$ cat config.mk
export PLATFORM = sky130hd
export DESIGN_NAME = pipe_ctrl_unit
export DESIGN_NICKNAME = d
export VERILOG_FILES = /design/src/rtl/pipe_ctrl_pkg.sv /design/src/rtl/pipe_ctrl_unit_decode.sv /design/src/rtl/pipe_ctrl_unit.sv
export SDC_FILE = /design/constraint.sdc
export NUM_CORES = 1
export LEC_CHECK = 0
export ABC_AREA = 1
export CAP_MARGIN = 20
export CORE_MARGIN = 2
export CORE_UTILIZATION = 51
export DETAILED_ROUTE_END_ITERATION = 10
export GPL_TIMING_DRIVEN = 0
export PLACE_DENSITY_LB_ADDON = 0.08
export SYNTH_ARGS = -nofsm -noshare
export SYNTH_HDL_FRONTEND = slang
export SYNTH_SLANG_ARGS = --single-unit
$ cat constraint.sdc
create_clock -name clk -period 2.35 [get_ports clk]
set_clock_uncertainty 0.2 [all_clocks]
set_input_delay 0.47 -clock clk [delete_from_list [all_inputs] [get_ports clk]]
set_output_delay 0.47 -clock clk [all_outputs]
set_load 0.01 [all_outputs]
$ cat src/rtl/pipe_ctrl_pkg.sv
// Shared decode constants, control-bundle layout, trap helpers and FSM states
// for pipe_ctrl_unit (optional irq synchronizer: PIPE_CTRL_IRQ_SYNC_EN).
package pipe_ctrl_pkg;

  localparam int CTRL_W = 24;

  // Bit offsets of the control bundle (MSB first).
  localparam int CTRL_VALID_B    = 23;
  localparam int CTRL_REGWRITE_B = 22;
  localparam int CTRL_REGDST_B   = 20;
  localparam int CTRL_MEMREAD_B  = 19;
  localparam int CTRL_MEMWRITE_B = 18;
  localparam int CTRL_MEMTOREG_B = 16;
  localparam int CTRL_ALUSRC1_B  = 15;
  localparam int CTRL_ALUSRC2_B  = 14;
  localparam int CTRL_EXTOP_B    = 13;
  localparam int CTRL_LUOP_B     = 12;
  localparam int CTRL_SIGN_B     = 11;
  localparam int CTRL_ALUFUN_B   = 5;
  localparam int CTRL_BRANCH_B   = 4;
  localparam int CTRL_JUMP_B     = 3;
  localparam int CTRL_PCSRC_B    = 0;

  typedef struct packed {
    logic       valid;
    logic       regwrite;
    logic [1:0] regdst;
    logic       memread;
    logic       memwrite;
    logic [1:0] memtoreg;
    logic       alusrc1;
    logic       alusrc2;
    logic       extop;
    logic       luop;
    logic       sign;
    logic [5:0] alufun;
    logic       branch;
    logic       jump;
    logic [2:0] pcsrc;
  } ctrl_t;

  localparam logic [5:0] OP_RTYPE  = 6'h00;
  localparam logic [5:0] OP_REGIMM = 6'h01;
  localparam logic [5:0] OP_J      = 6'h02;
  localparam logic [5:0] OP_JAL    = 6'h03;
  localparam logic [5:0] OP_BEQ    = 6'h04;
  localparam logic [5:0] OP_BNE    = 6'h05;
  localparam logic [5:0] OP_BLEZ   = 6'h06;
  localparam logic [5:0] OP_BGTZ   = 6'h07;
  localparam logic [5:0] OP_ADDI   = 6'h08;
  localparam logic [5:0] OP_ADDIU  = 6'h09;
  localparam logic [5:0] OP_SLTI   = 6'h0a;
  localparam logic [5:0] OP_SLTIU  = 6'h0b;
  localparam logic [5:0] OP_ANDI   = 6'h0c;
  localparam logic [5:0] OP_LUI    = 6'h0f;
  localparam logic [5:0] OP_LW     = 6'h23;
  localparam logic [5:0] OP_SW     = 6'h2b;

  localparam logic [5:0] F_SLL  = 6'h00;
  localparam logic [5:0] F_SRL  = 6'h02;
  localparam logic [5:0] F_SRA  = 6'h03;
  localparam logic [5:0] F_JR   = 6'h08;
  localparam logic [5:0] F_JALR = 6'h09;
  localparam logic [5:0] F_ADD  = 6'h20;
  localparam logic [5:0] F_ADDU = 6'h21;
  localparam logic [5:0] F_SUB  = 6'h22;
  localparam logic [5:0] F_SUBU = 6'h23;
  localparam logic [5:0] F_AND  = 6'h24;
  localparam logic [5:0] F_OR   = 6'h25;
  localparam logic [5:0] F_XOR  = 6'h26;
  localparam logic [5:0] F_NOR  = 6'h27;
  localparam logic [5:0] F_SLT  = 6'h2a;

  localparam logic [5:0] ALU_ADD = 6'b000000;
  localparam logic [5:0] ALU_SUB = 6'b000001;
  localparam logic [5:0] ALU_AND = 6'b011000;
  localparam logic [5:0] ALU_OR  = 6'b011110;
  localparam logic [5:0] ALU_XOR = 6'b010110;
  localparam logic [5:0] ALU_NOR = 6'b010001;
  localparam logic [5:0] ALU_SLL = 6'b100000;
  localparam logic [5:0] ALU_SRL = 6'b100001;
  localparam logic [5:0] ALU_SRA = 6'b100011;
  localparam logic [5:0] ALU_EQ  = 6'b110011;
  localparam logic [5:0] ALU_NEQ = 6'b110001;
  localparam logic [5:0] ALU_LT  = 6'b110101;
  localparam logic [5:0] ALU_LEZ = 6'b111101;
  localparam logic [5:0] ALU_LTZ = 6'b111011;
  localparam logic [5:0] ALU_GTZ = 6'b111111;

  localparam logic [2:0] PCSRC_SEQ  = 3'b000;
  localparam logic [2:0] PCSRC_JUMP = 3'b010;
  localparam logic [2:0] PCSRC_JR   = 3'b011;
  localparam logic [2:0] PCSRC_IRQ  = 3'b100;
  localparam logic [2:0] PCSRC_EXC  = 3'b101;

  // Register destination and writeback source selects.
  localparam logic [1:0] RD_RT   = 2'b00;
  localparam logic [1:0] RD_RD   = 2'b01;
  localparam logic [1:0] RD_RA   = 2'b10;
  localparam logic [1:0] RD_K0   = 2'b11;
  localparam logic [1:0] MTR_ALU = 2'b00;
  localparam logic [1:0] MTR_MEM = 2'b01;
  localparam logic [1:0] MTR_PC4 = 2'b10;

  typedef enum logic [1:0] {
    ST_IDLE    = 2'd0,
    ST_ARMED   = 2'd1,
    ST_INJECT  = 2'd2,
    ST_SERVICE = 2'd3
  } state_e;

  // Trap slot: write PC+4 into $k0 and redirect through the given pcsrc.
  function automatic logic [CTRL_W-1:0] trap_bundle(input logic [2:0] pcsrc);
    ctrl_t c;
    c          = '0;
    c.valid    = 1'b1;
    c.regwrite = 1'b1;
    c.regdst   = RD_K0;
    c.memtoreg = MTR_PC4;
    c.pcsrc    = pcsrc;
    return c;
  endfunction

  // Index of the lowest set bit; 0 when none is set.
  function automatic logic [4:0] lowest_set(input logic [31:0] v);
    logic [4:0] idx;
    idx = 5'd0;
    for (int i = 31; i >= 0; i--) begin
      idx = v[i] ? 5'(i) : idx;
    end
    return idx;
  endfunction

endpackage

$ cat src/rtl/pipe_ctrl_unit_decode.sv
// Combinational opcode/funct decoder producing the ID/EX control bundle and
// an undefined-instruction flag.
module ctrl_decode
  import pipe_ctrl_pkg::*;
(
  input  logic              instr_valid,
  input  logic [5:0]        opcode,
  input  logic [5:0]        funct,
  output logic [CTRL_W-1:0] ctrl_o,
  output logic              undef_o
);

  ctrl_t c_s;
  logic  legal_s;

  // Decode table; an illegal or absent instruction yields an all-zero bundle.
  always_comb begin
    c_s     = '0;
    legal_s = 1'b1;
    case (opcode)
      OP_RTYPE: begin
        c_s.regwrite = 1'b1;
        c_s.regdst   = RD_RD;
        case (funct)
          F_SLL:  begin c_s.alusrc1 = 1'b1; c_s.alufun = ALU_SLL; end
          F_SRL:  begin c_s.alusrc1 = 1'b1; c_s.alufun = ALU_SRL; end
          F_SRA:  begin c_s.alusrc1 = 1'b1; c_s.alufun = ALU_SRA; end
          F_JR: begin
            c_s.regwrite = 1'b0;
            c_s.regdst   = RD_RT;
            c_s.jump     = 1'b1;
            c_s.pcsrc    = PCSRC_JR;
          end
          F_JALR: begin
            c_s.memtoreg = MTR_PC4;
            c_s.jump     = 1'b1;
            c_s.pcsrc    = PCSRC_JR;
          end
          F_ADD:  begin c_s.sign = 1'b1; c_s.alufun = ALU_ADD; end
          F_ADDU: c_s.alufun = ALU_ADD;
          F_SUB:  begin c_s.sign = 1'b1; c_s.alufun = ALU_SUB; end
          F_SUBU: c_s.alufun = ALU_SUB;
          F_AND:  c_s.alufun = ALU_AND;
          F_OR:   c_s.alufun = ALU_OR;
          F_XOR:  c_s.alufun = ALU_XOR;
          F_NOR:  c_s.alufun = ALU_NOR;
          F_SLT:  begin c_s.sign = 1'b1; c_s.alufun = ALU_LT; end
          default: legal_s = 1'b0;
        endcase
      end
      OP_REGIMM: begin c_s.branch = 1'b1; c_s.extop = 1'b1; c_s.sign = 1'b1; c_s.alufun = ALU_LTZ; end
      OP_BEQ:    begin c_s.branch = 1'b1; c_s.extop = 1'b1; c_s.sign = 1'b1; c_s.alufun = ALU_EQ;  end
      OP_BNE:    begin c_s.branch = 1'b1; c_s.extop = 1'b1; c_s.sign = 1'b1; c_s.alufun = ALU_NEQ; end
      OP_BLEZ:   begin c_s.branch = 1'b1; c_s.extop = 1'b1; c_s.sign = 1'b1; c_s.alufun = ALU_LEZ; end
      OP_BGTZ:   begin c_s.branch = 1'b1; c_s.extop = 1'b1; c_s.sign = 1'b1; c_s.alufun = ALU_GTZ; end
      OP_J:      begin c_s.jump = 1'b1; c_s.pcsrc = PCSRC_JUMP; end
      OP_JAL: begin
        c_s.regwrite = 1'b1;
        c_s.regdst   = RD_RA;
        c_s.memtoreg = MTR_PC4;
        c_s.jump     = 1'b1;
        c_s.pcsrc    = PCSRC_JUMP;
      end
      OP_ADDI:  begin c_s.regwrite = 1'b1; c_s.alusrc2 = 1'b1; c_s.extop = 1'b1; c_s.sign = 1'b1; c_s.alufun = ALU_ADD; end
      OP_ADDIU: begin c_s.regwrite = 1'b1; c_s.alusrc2 = 1'b1; c_s.extop = 1'b1; c_s.alufun = ALU_ADD; end
      OP_SLTI:  begin c_s.regwrite = 1'b1; c_s.alusrc2 = 1'b1; c_s.extop = 1'b1; c_s.sign = 1'b1; c_s.alufun = ALU_LT; end
      OP_SLTIU: begin c_s.regwrite = 1'b1; c_s.alusrc2 = 1'b1; c_s.extop = 1'b1; c_s.alufun = ALU_LT; end
      OP_ANDI:  begin c_s.regwrite = 1'b1; c_s.alusrc2 = 1'b1; c_s.alufun = ALU_AND; end
      OP_LUI:   begin c_s.regwrite = 1'b1; c_s.alusrc2 = 1'b1; c_s.luop = 1'b1; c_s.alufun = ALU_ADD; end
      OP_LW: begin
        c_s.regwrite = 1'b1;
        c_s.memread  = 1'b1;
        c_s.memtoreg = MTR_MEM;
        c_s.alusrc2  = 1'b1;
        c_s.extop    = 1'b1;
        c_s.alufun   = ALU_ADD;
      end
      OP_SW: begin
        c_s.memwrite = 1'b1;
        c_s.alusrc2  = 1'b1;
        c_s.extop    = 1'b1;
        c_s.alufun   = ALU_ADD;
      end
      default: legal_s = 1'b0;
    endcase
    if (instr_valid && legal_s) begin
      c_s.valid = 1'b1;
    end else begin
      c_s = '0;
    end
    undef_o = instr_valid & ~legal_s;
  end

  assign ctrl_o = c_s;

endmodule

$ cat src/rtl/pipe_ctrl_unit.sv
// ID-stage control register, interrupt/undef trap injection FSM and kernel
// watchdog. Define PIPE_CTRL_IRQ_SYNC_EN for a 2-flop irq synchronizer.
module pipe_ctrl_unit
  import pipe_ctrl_pkg::*;
#(
  parameter  int NUM_IRQ     = 4,
  parameter  int WDOG_CYCLES = 1024,
  localparam int IDW         = (NUM_IRQ > 1) ? $clog2(NUM_IRQ) : 1
) (
  input  logic               clk,
  input  logic               reset,
  input  logic               instr_valid,
  input  logic [5:0]         opcode,
  input  logic [5:0]         funct,
  input  logic               pc_kernel,
  input  logic               stall_in,
  input  logic               flush_in,
  input  logic [NUM_IRQ-1:0] irq,
  input  logic [NUM_IRQ-1:0] irq_mask,
  output logic [CTRL_W-1:0]  ctrl_o,
  output logic               irq_taken,
  output logic [IDW-1:0]     irq_id,
  output logic               exc_undef,
  output logic               kernel_hang
);

  localparam int WDW = (WDOG_CYCLES > 2) ? $clog2(WDOG_CYCLES) : 1;
  localparam logic WD_EN = (WDOG_CYCLES > 0);
  localparam logic [WDW-1:0] WD_LAST = WDW'((WDOG_CYCLES > 0) ? WDOG_CYCLES - 1 : 0);

  state_e             state_q, state_d;
  logic [CTRL_W-1:0]  ctrl_q, ctrl_d;
  logic               taken_q, taken_d;
  logic               undef_q, undef_d;
  logic [IDW-1:0]     irq_id_q, irq_id_d;
  logic [WDW-1:0]     wdog_q, wdog_d;
  logic               hang_q, hang_d;

  logic [CTRL_W-1:0]  dec_ctrl_s;
  logic               dec_undef_s;
  logic [NUM_IRQ-1:0] irq_sync_q;
  logic [NUM_IRQ-1:0] req_s;
  logic               shadow_s;
  logic               issue_s;
  logic               take_irq_s;

  ctrl_decode u_decode (
    .instr_valid (instr_valid),
    .opcode      (opcode),
    .funct       (funct),
    .ctrl_o      (dec_ctrl_s),
    .undef_o     (dec_undef_s)
  );

`ifdef PIPE_CTRL_IRQ_SYNC_EN
  logic [NUM_IRQ-1:0] irq_meta_q;

  // Two-flop synchronizer for the asynchronous irq lines.
  always_ff @(posedge clk) begin
    if (reset) begin
      irq_meta_q <= '0;
      irq_sync_q <= '0;
    end else begin
      irq_meta_q <= irq;
      irq_sync_q <= irq_meta_q;
    end
  end
`else
  // Single sampling flop on the irq lines.
  always_ff @(posedge clk) begin
    if (reset) begin
      irq_sync_q <= '0;
    end else begin
      irq_sync_q <= irq;
    end
  end
`endif

  assign req_s    = irq_sync_q & irq_mask;
  // The slot after a branch/jump is its delay shadow; never trap there.
  assign shadow_s = ctrl_q[CTRL_BRANCH_B] | ctrl_q[CTRL_JUMP_B];
  assign issue_s  = instr_valid & ~stall_in & ~flush_in;
  assign take_irq_s = (state_q == ST_ARMED) & issue_s & ~pc_kernel & ~shadow_s & ~dec_undef_s;

  // Next-state logic for the ID/EX slot, trap FSM and watchdog.
  always_comb begin
    state_d  = state_q;
    ctrl_d   = ctrl_q;
    taken_d  = 1'b0;
    undef_d  = 1'b0;
    irq_id_d = irq_id_q;
    wdog_d   = wdog_q;
    hang_d   = hang_q;

    if (flush_in) begin
      ctrl_d = '0;
    end else if (stall_in) begin
      ctrl_d = ctrl_q;
    end else if (take_irq_s) begin
      ctrl_d  = trap_bundle(PCSRC_IRQ);
      taken_d = 1'b1;
    end else if (dec_undef_s) begin
      ctrl_d  = trap_bundle(PCSRC_EXC);
      undef_d = 1'b1;
    end else begin
      ctrl_d = dec_ctrl_s;
    end

    case (state_q)
      ST_IDLE: begin
        if (|req_s) begin
          irq_id_d = IDW'(lowest_set(32'(req_s)));
          state_d  = ST_ARMED;
        end else begin
          state_d = ST_IDLE;
        end
      end
      ST_ARMED: begin
        if (take_irq_s) begin
          state_d = ST_INJECT;
        end else begin
          state_d = ST_ARMED;
        end
      end
      ST_INJECT: begin
        state_d = ST_SERVICE;
        wdog_d  = '0;
      end
      ST_SERVICE: begin
        if (instr_valid && !pc_kernel) begin
          state_d = ST_IDLE;
        end else begin
          state_d = ST_SERVICE;
        end
        if (WD_EN && !hang_q) begin
          if (wdog_q == WD_LAST) begin
            hang_d = 1'b1;
          end else begin
            wdog_d = wdog_q + WDW'(1);
          end
        end else begin
          wdog_d = wdog_q;
        end
      end
      default: state_d = ST_IDLE;
    endcase
  end

  // All state and registered outputs.
  always_ff @(posedge clk) begin
    if (reset) begin
      state_q  <= ST_IDLE;
      ctrl_q   <= '0;
      taken_q  <= 1'b0;
      undef_q  <= 1'b0;
      irq_id_q <= '0;
      wdog_q   <= '0;
      hang_q   <= 1'b0;
    end else begin
      state_q  <= state_d;
      ctrl_q   <= ctrl_d;
      taken_q  <= taken_d;
      undef_q  <= undef_d;
      irq_id_q <= irq_id_d;
      wdog_q   <= wdog_d;
      hang_q   <= hang_d;
    end
  end

  assign ctrl_o      = ctrl_q;
  assign irq_taken   = taken_q;
  assign irq_id      = irq_id_q;
  assign exc_undef   = undef_q;
  assign kernel_hang = hang_q;

endmodule

# == Word level (Yosys, flattened, before mapping) ==
# Index checks and enable logic that the tools add are counted.
# totals
mem_count,0
in_bits,26
mem_bits_rw,0
out_inout_bits,29
latch_bits,0
word_cells,124
mem_bits_ro,0
register_bits,45
# classes
addsub,1
shifts,0
multipliers,0
bitwise_logic,15
magnitude_cmp,0
muxes,40
div_mod_pow,0
n_reduce_logical,26
eq_ne,34
# op_table
op,count
$eq A6 B6 Y1 const B,11
$pmux W6 S9,1
$eq A6 B4 Y1 const B,8
$mux W24,2
$pmux W6 S8,1
$eq A6 B2 Y1 const B,4
$eq A6 B3 Y1 const B,4
$mux W23,1
$mux W10,2
$pmux W10 S2,1
$mux W1,16
$reduce_or A8 Y1,2
$reduce_or A15 Y1,1
$mux W2,7
$reduce_or A14 Y1,1
$logic_not A6 Y1,2
$reduce_or A11 Y1,1
$add A10 B1 Y10 const B,1
$eq A10 B10 Y1 const B,1
$reduce_or A2 Y1,5
$reduce_or A3 Y1,3
$pmux W2 S4,1
$pmux W4 S2,1
$reduce_or A4 Y1,2
other kinds (21),37

# == Longest topological paths before layout ==
# depth
depth_word,10
ltp_mapped,13

# == Cells and area by module ==
# From an unflattened synthesis, not the netlist that was laid out.
# hier_totals
hier_cells,423
area_unflattened_um2,2681.3
# modules_own_cells
mod,instances,cells_each,area_per_inst_um2
pipe_ctrl_unit,1,283,2015.7
ctrl_decode,1,140,665.6

# == Least setup slack after synthesis ==
# No wires, ideal clock.
# synth_path
kind,input-to-reg
start,in reset
end,"reg ctrl_q[0], in the netlist ctrl_o[0]"
path_buffers,2
required_time_ps,2083
path_slack_ps,511
path_stages,7
setup_time_ps,67
arrival_ps,1571
path_cell_list,buf_2 nor2_1 inv_1 nor2_2 clkbuf_1 nand2_1 o21ai_2
# synth_via
elab_chain_len,1
# synth_rtl
item,line_no,source
from (decl),pipe_ctrl_unit.sv:11,"input logic reset,"
$reduce_or A2 Y1 (no source line),--,
to (signal assigned),pipe_ctrl_unit.sv:161,ctrl_q <= ctrl_d;
to (decl),pipe_ctrl_unit.sv:32,"logic [CTRL_W-1:0] ctrl_q, ctrl_d;"
# Every way passes these cells.
# A chain may end at the register's enable or synchronous reset.

# == Final worst setup path ==
# layout_path
start,in opcode[0]
end,"reg ctrl_q[3], in the netlist ctrl_o[3]"
# layout_via
elab_chain_len,8
elab_cells_between_ends,28
classes_between,15 x eq/ne; 5 x mux; 4 x bitwise; 4 x reduce/logical
# layout_rtl
item,line_no,source
from (decl),pipe_ctrl_unit.sv:13,"input logic [5:0] opcode,"
$eq A6 B2 Y1 (tied with other cells),pipe_ctrl_unit_decode.sv:20,case (opcode)
$reduce_or A15 Y1 (no source line),--,
$pmux W1 S2,pipe_ctrl_unit_decode.sv:20,
$not A1 Y1,pipe_ctrl_unit_decode.sv:91,undef_o = instr_valid & ~legal_s;
$and A1 B1 Y1,pipe_ctrl_unit_decode.sv:91,
$not A1 Y1,pipe_ctrl_unit.sv:83,assign take_irq_s = (state_q == ST_ARMED) & issue_s & ~pc_kernel & ~shadow_s & ~dec_undef_s;
$and A1 B1 Y1,pipe_ctrl_unit.sv:83,
$mux W24 (*),pipe_ctrl_unit.sv:99,end else if (take_irq_s) begin
# Every way passes the cells marked *; elsewhere a longest branch is shown, timed or not.

==> reports/qor.csv <==
metric;value;unit
crit_fanout;8;
hp-start;reset;
grt_pass1_vias;2269;
cts_tree;done;
p_switching;0.0003986;W
cts_sinks;44;
synthFlopType;dfxtp_1;
worstMarginPinSlew;0.5159;ns
gp_congestion;0.9269;
cp.arrival;2.24;ns
intPower;0.001099;W
critPathLaunch;opcode[0];
synth_warnings;0;
worstHoldPathType;in2reg;
syn-num-nets;394;
drv_slew;0;
die_area;5553;um2
endpoint_kind;flip-flop;
grt_pass1_wl;9.956;mm
netlist_area;2536;um2
antenna_found_initial;0;
clk_pin_slew_worst_paths;0.08;ns
r2r_start;wdog_q[0];
worstSkewPairLatency;0.30;ns
drv_cap;0;
avgSynthCellArea;6.911;um2
fin_total_pwr;0.001498;W
crit_type;in2reg;
core;4755;um2
async_reset_ff_share;0;%
yosysSeqAreaShare;34.73;%
cts_buffers;5;
critical_path_required;2.39;ns
fp-row-count;25;
p_sw_share;26.61;%
min_period;2.204;ns
status;finished clean;
synth_cell_type_count;39;
synth-seq-cells;44;
drt_iter0_drc;77;
layout-drive-gt1-share;13.49;%
die_w;74.52;um
p_clk_share;33.2;%
num_antenna_cells;0;
setup_viol;0;
synthToLayoutAreaGrowth;28.66;%
first_pass_iters;7;
cts_max_level;2;
relSlewSlack;65.61;%
syn_inst;367;
synth_edf_count;0;
vdd_drop_max;0.2228;mV
post_drt_wl_per_cell;11.94;um
hold_violations;0;
pwr-share-comb;15.5;%
cts.path.max_buffers;2;
startpoint_type;primary input;
fin_nets;456;
fin_util;68.63;%
floorplan.initialDensity;53.34;%
drt-total-wl;5.932;mm
p_leak;1.444;nW
seq_power_share;51.3;%
grt_max_degree;14;
hpwl;4.657;mm
drc_errors;0;
postRouteAntennaNets;0;
grt_overflow_total;0;
p_per_area;459.0;nW/um2
fp.dieH;74.52;um
cts_root_buf;clkbuf_8;
rsz0062_at_grt;no;
io_pins;55;
max_freq;453.7;MHz
viasPerCell;5.107;
track_usage;23.24;%
holdBufCountCts;0;
finalCritPeriodShare;93.80;%
dr_total_vias;2538;
io_buffers;53;
## cell families (layout without fill, tap and decap cells)
group | Yosys count | after routing | share of synthesized area (%)
compound gates | 62 | 62 | 14.50
flops | 44 | 44 | 34.73
xor+xnor | 7 | 7 | 2.417
buf+inv | 57 | 120 | 8.633
fa+ha+maj | 1 | 1 | 0.4933
simple gates | 196 | 196 | 39.22
## area by class of cell
| class | count | area [um2] |
|---|---|---|
| repair buffers | 55 | 545.5 |
| flip-flops and latches | 44 | 880.8 |
| inverters | 51 | 191.4 |
| clock inverters | 1 | 7.507 |
| clock buffers | 7 | 86.33 |
| plain buffers | 6 | 28.78 |
| fillers | 467 | 1491 |
| multi-input cells | 266 | 1439 |
| well taps | 67 | 83.83 |
## per-stage QoR
stage / hold slack (ns) / instance area [um2] / instances / setup TNS, ns / setup slack [ns]
2_1_floorplan: 0.2594 / 2536 / 367 / 0 / 0.5114
3_3_place_gp: 0.2383 / 3151 / 487 / -4.286 / -0.2791
3_5_place_dp: 0.2399 / 3151 / 487 / -4.199 / -0.2691
4_1_cts: 0.2421 / 3244 / 495 / 0 / 0.02874
5_1_grt: 0.2579 / 3263 / 497 / 0 / 0.002266
6_report: 0.2419 / 3263 / 497 / 0 / 0.1457
## registers in the layout (all words and copies together) (netlist names)
register     flops
exc_undef        1
irq_id           2
ctrl_o          23
wdog_q          10
irq_taken        1
kernel_hang      1
state_q          2
irq_sync_q       4
## critical path, stage by stage
cell and delay (ns):
clkdlybuf4s50_1 0.53, nand2_1 0.17, inv_2 0.06, nand3_1 0.12
nand3_2 0.10, nor2_4 0.12, nand2_2 0.10, nor2_8 0.17
nand2_4 0.10, nand2_8 0.10, nand2_8 0.08, o21ai_2 0.13
## power groups by stage
stage,Combinational (W),Sequential [W],Clock (W)
floorplan,0.000129,0.000790,0
global placement,0.000229,0.000786,0
detailed placement,0.000230,0.000786,0
CTS,0.000231,0.000769,0.000509
global route,0.000257,0.000770,0.000536
finish,0.000232,0.000769,0.000497
## cell usage in the layout (no fill, tap or decap), types with 2 or more instances in the layout
cell	count
nor2_2	7
nand4_1	7
inv_1	47
nand2_2	10
nand3_1	25
clkbuf_1	3
nor2_1	46
xor2_1	3
nand2_8	2
a211oi_1	2
a31oi_1	3
nor2_8	2
nor2_4	6
nand2_1	80
o21ai_1	2
o21ai_2	8
o21ai_0	18
dfxtp_1	44
buf_4	3
inv_2	4
clkbuf_8	6
a21oi_1	22
nand3_2	4
xnor2_1	4
clkdlybuf4s50_1	53
o21bai_1	2
## worst paths after layout
| check | to | slack (ns) | cells after the start |
|---|---|---|---|
| worst max-delay path | ctrl_o[3] | 0.15 | 12 |
| worst min-delay path | state_q[1] | 0.24 | 2 |
| worst min register to register | ctrl_o[7] | 0.25 | 2 |
| worst max register to register | wdog_q[2] | 0.27 | 12 |
## repair_timing
action / in CTS / in global routing
setup buffers: 0 / 2
hold endpoints to repair: 0 / 0
endpoints found under the setup margin: 0 / 14
resized for setup: 0 / 3
## synth_stat cells (3+ instances only)
library cell / count / area share, %
nand3_2: 4 / 1.6
o21ai_2: 8 / 2.8
nand2_1: 80 / 12
nor2_1: 47 / 7.0
xor2_1: 3 / 1.0
nor2_4: 6 / 2.7
nor2_2: 6 / 1.5
a21oi_1: 22 / 4.3
xnor2_1: 4 / 1.4
nand4_1: 7 / 1.7
o21ai_0: 18 / 3.6
nand3_1: 25 / 4.9
clkbuf_1: 3 / 0.44
nand2_2: 10 / 2.5
dfxtp_1: 44 / 35
inv_2: 4 / 0.59
inv_1: 47 / 7.0
a31oi_1: 3 / 0.74
## per-layer routing
layer  track usage, %  wire, um
met5                0         0
met4            9.325       125
met3            4.201       229
met2            41.00      3027
met1            27.81      2550
Power figures use the tool's default switching activity.
